## src/rtl/hazard_pkg.sv

```systemverilog
// Shared types and constants for the issue-side hazard controller.
// Optional multiplier scoreboard is enabled by HAZ_MUL_SCOREBOARD_EN.
package hazard_pkg;

  typedef enum logic {
    S_IDLE = 1'b0,
    S_BUSY = 1'b1
  } state_e;

  localparam logic [4:0] REG_ZERO    = 5'd0;
  localparam int         MUL_LAT_DEF = 4;
  localparam int         CNT_W_DEF   = 3;

  // Source/destination match that ignores the hardwired zero register.
  function automatic logic reg_match(
    input logic [4:0] a,
    input logic [4:0] b
  );
    return (a != REG_ZERO) && (a == b);
  endfunction

endpackage

```

## src/rtl/hazard_scoreboard_mul_tracker.sv

```systemverilog
// One-entry scoreboard for the non-pipelined multiplier.
// Tracks destination, remaining latency and wrong-path kill.
module mul_tracker
  import hazard_pkg::*;
#(
  parameter int MUL_LAT = MUL_LAT_DEF,
  parameter int CNT_W   = CNT_W_DEF
) (
  input  logic       clk_i,
  input  logic       rst_i,
  input  logic       issue_i,
  input  logic [4:0] rd_i,
  input  logic       branch_i,
  output logic       busy_o,
  output logic       last_o,
  output logic [4:0] pend_rd_o,
  output logic       done_o,
  output logic       kill_o
);

  state_e           state_q, state_d;
  logic [4:0]       pend_rd_q, pend_rd_d;
  logic [CNT_W-1:0] cnt_q, cnt_d;
  logic             age_q, age_d;

  // A branch in its first busy cycle means the multiply was fetched
  // on the wrong path; an older multiply is left to complete.
  assign busy_o    = (state_q == S_BUSY);
  assign last_o    = busy_o && (cnt_q == '0);
  assign kill_o    = busy_o && age_q && branch_i;
  assign done_o    = last_o && !kill_o;
  assign pend_rd_o = pend_rd_q;

  // Next-state: issue loads the entry, busy counts down to writeback.
  always_comb begin
    state_d   = state_q;
    pend_rd_d = pend_rd_q;
    cnt_d     = cnt_q;
    age_d     = age_q;
    unique case (state_q)
      S_IDLE: begin
        if (issue_i) begin
          state_d   = S_BUSY;
          pend_rd_d = rd_i;
          cnt_d     = CNT_W'(MUL_LAT - 1);
          age_d     = 1'b1;
        end
      end
      S_BUSY: begin
        age_d = 1'b0;
        if (kill_o || last_o) begin
          state_d = S_IDLE;
          cnt_d   = '0;
        end else begin
          cnt_d = cnt_q - 1'b1;
        end
      end
      default: state_d = S_IDLE;
    endcase
  end

  // State registers with synchronous reset.
  always_ff @(posedge clk_i) begin
    if (rst_i) begin
      state_q   <= S_IDLE;
      pend_rd_q <= REG_ZERO;
      cnt_q     <= '0;
      age_q     <= 1'b0;
    end else begin
      state_q   <= state_d;
      pend_rd_q <= pend_rd_d;
      cnt_q     <= cnt_d;
      age_q     <= age_d;
    end
  end

endmodule

```

## src/rtl/hazard_scoreboard.sv

```systemverilog
// IF/ID hazard controller: load-use, branch flush, multiplier scoreboard.
// Scoreboard logic present only when HAZ_MUL_SCOREBOARD_EN is defined.
module hazard_scoreboard
  import hazard_pkg::*;
#(
  parameter int MUL_LAT = MUL_LAT_DEF,
  parameter int CNT_W   = CNT_W_DEF
) (
  input  logic       clk_i,
  input  logic       rst_i,
  input  logic [4:0] IF_ID_rs,
  input  logic [4:0] IF_ID_rt,
  input  logic [4:0] IF_ID_rd,
  input  logic       IF_ID_regwrite,
  input  logic       IF_ID_is_mul,
  input  logic       ID_EX_memread,
  input  logic [4:0] ID_EX_rt,
  input  logic       branch_taken_i,
  output logic       pc_write_o,
  output logic       if_id_write_o,
  output logic       if_flush_o,
  output logic       id_flush_o,
  output logic       ex_flush_o,
  output logic       mul_issue_o,
  output logic       mul_busy_o,
  output logic       mul_kill_o,
  output logic       mul_done_o
);

  logic load_use;
  logic sb_hit;
  logic stall;

  assign load_use = ID_EX_memread &&
                    (reg_match(ID_EX_rt, IF_ID_rs) ||
                     reg_match(ID_EX_rt, IF_ID_rt));

`ifdef HAZ_MUL_SCOREBOARD_EN
  logic       busy;
  logic       last;
  logic [4:0] pend_rd;
  logic       raw;
  logic       waw;
  logic       structural;

  mul_tracker #(
    .MUL_LAT (MUL_LAT),
    .CNT_W   (CNT_W)
  ) u_trk (
    .clk_i     (clk_i),
    .rst_i     (rst_i),
    .issue_i   (mul_issue_o),
    .rd_i      (IF_ID_rd),
    .branch_i  (branch_taken_i),
    .busy_o    (busy),
    .last_o    (last),
    .pend_rd_o (pend_rd),
    .done_o    (mul_done_o),
    .kill_o    (mul_kill_o)
  );

  // Result is written through the register file in the done cycle, so
  // data hazards clear there; the unit itself is still occupied.
  assign raw = busy && !last &&
               (reg_match(pend_rd, IF_ID_rs) ||
                reg_match(pend_rd, IF_ID_rt));
  assign waw = busy && !last && IF_ID_regwrite &&
               reg_match(pend_rd, IF_ID_rd);
  assign structural = busy && IF_ID_is_mul;
  assign sb_hit     = raw || waw || structural;

  assign mul_busy_o  = busy;
  assign mul_issue_o = IF_ID_is_mul && !stall &&
                       !branch_taken_i && !busy;
`else
  logic unused_ok;

  assign unused_ok   = ^{clk_i, rst_i, IF_ID_rd,
                         IF_ID_regwrite, IF_ID_is_mul};
  assign sb_hit      = 1'b0;
  assign mul_issue_o = 1'b0;
  assign mul_busy_o  = 1'b0;
  assign mul_kill_o  = 1'b0;
  assign mul_done_o  = 1'b0;
`endif

  assign stall = (load_use || sb_hit) && !branch_taken_i;

  // Pipeline controls: taken branch overrides any stall.
  always_comb begin
    pc_write_o    = 1'b1;
    if_id_write_o = 1'b1;
    if_flush_o    = 1'b0;
    id_flush_o    = 1'b0;
    ex_flush_o    = 1'b0;
    unique case (1'b1)
      branch_taken_i: begin
        if_flush_o = 1'b1;
        id_flush_o = 1'b1;
        ex_flush_o = 1'b1;
      end
      stall: begin
        pc_write_o    = 1'b0;
        if_id_write_o = 1'b0;
        id_flush_o    = 1'b1;
      end
      default: ;
    endcase
  end

endmodule

```

## config.mk

```make
export PLATFORM = sky130hd
export DESIGN_NAME = hazard_scoreboard
export DESIGN_NICKNAME = d
export VERILOG_FILES = /design/src/rtl/hazard_pkg.sv /design/src/rtl/hazard_scoreboard_mul_tracker.sv /design/src/rtl/hazard_scoreboard.sv
export SDC_FILE = /design/constraint.sdc
export NUM_CORES = 1
export LEC_CHECK = 0
export BUFFER_PORTS_ARGS = -buffer_cell sky130_fd_sc_hd__buf_2
export CAP_MARGIN = 20
export CORE_AREA = 3 3 40 42
export DETAILED_ROUTE_END_ITERATION = 16
export DIE_AREA = 0 0 43 45
export SLEW_MARGIN = 20
export SYNTH_ARGS = -nofsm -noshare
export SYNTH_HDL_FRONTEND = slang
export SYNTH_SLANG_ARGS = --single-unit
```

## constraint.sdc

```tcl
create_clock -name vclk -period 1.8
set_input_delay 0.36 -clock vclk [all_inputs]
set_output_delay 0.36 -clock vclk [all_outputs]
set_load 0.03 [all_outputs]
```

Word level (Yosys, flattened, before mapping)
Cells that the tools add are included.

storage, ports and cells
  register bits after elaboration = 0
  input port bits = 26
  output and inout bits = 9
  logic and storage cells = 13

cells by class
  equal/unequal tests = 2
  mux-type cells = 3
  reduce and logical (&&, ||, !) cells = 8

operators with widths
  operator           number
  $eq 5x5->1         2
  $reduce_bool 5->1  1
  $logic_and 1x1->1  4
  $mux 1             3
  $reduce_or 2->1    1
  $logic_not 1->1    1
  $logic_or 1x1->1   1

Logic depth before layout (Yosys ltp)
  depth after elaboration = 7
  depth in mapped cells = 5
  gate-level depth less buffers = 4

Least setup slack after synthesis
Ideal clock, no wire load.

  path type = input port to output port
  start = input ID_EX_rt[1]
  end = output pc_write_o
  data arrival time = 1514 ps
  required time = 1440 ps
  path slack = -74 ps
  stages = 4
  path buffers = 1
  cell sequence = or4_4 -> o21ai_2 -> or3_1 -> buf_4

between the ends
  word-level cells in the longest chain between the ends = 6
  elaborated cells between the ends (all ways) = 9
  those cells by class = eq/ne (2); mux (1); reduce/logical (6)

RTL lines
  element                                                 RTL line                 source
  from (decl)                                             hazard_scoreboard.sv:17  input logic [4:0] ID_EX_rt,
  $eq 5x5->1 / $reduce_bool 5->1 (equally long branches)  hazard_pkg.sv:19         return (a != REG_ZERO) && (a == b);
  $logic_and 1x1->1                                       hazard_pkg.sv:19
  $logic_or 1x1->1 (*)                                    hazard_scoreboard.sv:35  (reg_match(ID_EX_rt, IF_ID_rs) ||
  $logic_and 1x1->1 (*)                                   hazard_scoreboard.sv:34  assign load_use = ID_EX_memread &&
  $logic_and 1x1->1 (*)                                   hazard_scoreboard.sv:87  assign stall = (load_use || sb_hit) && !branch_taken_i;
  $mux 1 (*)                                              --
  to (decl)                                               hazard_scoreboard.sv:19  output logic pc_write_o,

Mark *: on every way between the ends. The rest lies on a longest branch, timed or not.

Final worst setup path
  start = input ID_EX_rt[1]
  end = output if_id_write_o

between the ends
  word-level cells in the longest chain between the ends = 6
  elaborated cells between the ends (all ways) = 9
  those cells by class = eq/ne (2); mux (1); reduce/logical (6)

RTL lines
  element                                                 RTL line                 source
  $eq 5x5->1 / $reduce_bool 5->1 (equally long branches)  hazard_pkg.sv:19
  $logic_and 1x1->1                                       hazard_pkg.sv:19
  $logic_or 1x1->1 (*)                                    hazard_scoreboard.sv:35
  $logic_and 1x1->1 (*)                                   hazard_scoreboard.sv:34
  $logic_and 1x1->1 (*)                                   hazard_scoreboard.sv:87
  $mux 1 (*)                                              hazard_scoreboard.sv:96  unique case (1'b1)
  to (decl)                                               hazard_scoreboard.sv:20  output logic if_id_write_o,

Marked as above.

==> run summary <==
Outcome -> finished, final reports clean
Row cnt -> 13
Synth Instances -> 27
DRC Markers -> 0
Final Hold Vio Count -> 0
Pin count of the biggest net entering global routing -> 5
VDD IR max -> 0.0686 mV
Hold Startpoint -> branch_taken_i
Crit path DAT -> 1410 ps
WHS Path Cells -> 2
CP startpoint kind -> input port
DR pass1 iterations -> 1
PortBufs -> 22
Top sig layer -> met3
Most Frequent Cell on Critical Path -> buf_6
Grt ovf -> 0
Register area share after synthesis -> 0%
Post-synthesis cell type count -> 10
Final ANT Viol Nets -> 0
Vert. Die Dim -> 45 µm
Critical path's slowest cell -> or3_4
Fmax -> 0.564 GHz
Total track usage -> 5.32%
M1 wire length -> 220 µm
PnR worst setup slack -> 26.4 ps
Post-DP HPWL -> 464 µm
WL/cell -> 9.02 µm
Vias/cell -> 3.60
Final period util -> 98.5%
Io pins -> 35
Die area -> 1940 µm²
First-pass GRT wire length -> 814 µm
Post-layout net count -> 75
Met2 wire length -> 263 µm
Total wire length -> 559 µm
Final Slew Violations -> 0
Core ar. -> 1280 µm²
Post CTS Setup Buffer Count -> 0
Seq cells -> 0
Vias in the first global route -> 200
Hold EP -> ex_flush_o
PwrDens -> 250 nW/µm²
Fin crit period -> 1770 ps
Setup crit end kind -> output pin
Area grow syn2layout -> 98.1%
Hold WC Path Type -> input port to output pin
Starting density of the core -> 15.8%
RSZ-0062 raised after global routing -> true
LEAKAGE -> 0.190 nW
Vias -> 223
Initial antenna violation count -> 0
Layout clock buffer count -> 0
Synth Cell Area -> 203 µm²
DRT iter0 DRCs -> 0
Share of cells above drive strength 1 -> 70.2%
DR WL met3 -> 75 µm
Max Fanout on Critical Path -> 3
Max Cap Viol -> 0
Die X -> 43 µm
Critical path cell sequence -> buf_6 > buf_4 > xor2_1 > nor2_1 > a22oi_2 > or3_4 > buf_6
CP Class -> input port to output pin
Final instance area -> 402 µm²
Setup WS pre-CTS -> -63.8 ps
CP max stage delay -> 350 ps
Post-Syn Area per Cell -> 7.51 µm²
Finish-stage setup viols -> 0
WP data required -> 1440 ps
N_diodes -> 0
Register area -> 0 µm²
Synth warnings -> 0
Routability cong. -> 0.651
Area post-placement -> 310 µm²
## worst max-delay path, delay by kind of cell
kind | cells | cell delay [ps]
buffers and inverters | 3 | 370
and+or+nand+nor | 2 | 460
xor gates and xnor gates | 1 | 150
AOI/OAI and AO/OA | 1 | 80
## worst max-delay path by stage
stage                start  slack [ps]             to  depth (start not counted)
3_3_place_gp   ID_EX_rt[1]         -40  if_id_write_o                          5
3_5_place_dp   ID_EX_rt[0]         -60  if_id_write_o                          6
4_1_cts        IF_ID_rs[0]           3  if_id_write_o                          6
5_1_grt        IF_ID_rt[1]         -40     pc_write_o                          6
6_report       ID_EX_rt[1]          30  if_id_write_o                          7
2_1_floorplan  ID_EX_rt[1]          80     pc_write_o                          5
## cells in the mapped netlist, drive strengths merged
cell	number	share of area (%)
o21ai	1	4.3
nor2	2	3.7
or3	1	3.1
o21bai	1	3.7
xor2	10	43
conb	1	1.9
buf	7	26
nor3	2	4.9
or4	1	5.6
a22oi	1	3.7
## layer usage
metal,track usage [%],up-vias
met1,7.66,90
met3,0,0
li1,-,115
met5,0,-
met2,9.58,18
met4,0,0
## report_power, final
group / leakage, nW / internal [mW] / switching [mW]
registers: 0 / 0 / 0
logic: 0.190 / 0.0464 / 0.0539
clock network: 0 / 0 / 0
## area by class of cell
cell class | instances | area [µm²]
fillers | 140 | 883
multi-input cells | 23 | 211
well taps | 15 | 18.8
repair buffers | 24 | 171
## cells by family (layout without fill, tap and decap cells)
kind of cell,count (synthesis),in the layout,synth area share [%]
buffers and inverters,7,24,25.9
and+or+nand+nor,6,6,17.3
xor gates and xnor gates,10,10,43.2
AOI/OAI and AO/OA,3,3,11.7
other,1,4,1.85
## metrics by stage
step                      total power, mW  util [%]  hold slack (ps)  instances  setup TNS [ps]
final                               0.100      31.3             1000         62               0
after global routing                0.109      31.3             1020         62           -89.1
after CTS                          0.0915      28.6             1010         62               0
after detailed placement           0.0797      24.1             1010         62            -127
after global placement             0.0793      24.1             1010         62           -71.5
after floorplan                    0.0542         -              852         30               0
## repair_timing
action	in CTS	in global routing
hold buffers	0	0
endpoints found under the setup margin	2	3
gates cloned	0	0
gates resized for setup	13	7
pin swaps	3	1
## layout by cell type, fill, tap and decap left out
cell      count
conb_1        4
nor3_2        2
o21ai_4       1
or4_4         1
nor2_1        2
buf_4         3
or3_4         1
buf_2        14
xor2_2        3
buf_6         7
o21bai_1      1
xor2_1        7
a22oi_2       1
Power figures use the tool's default switching activity.
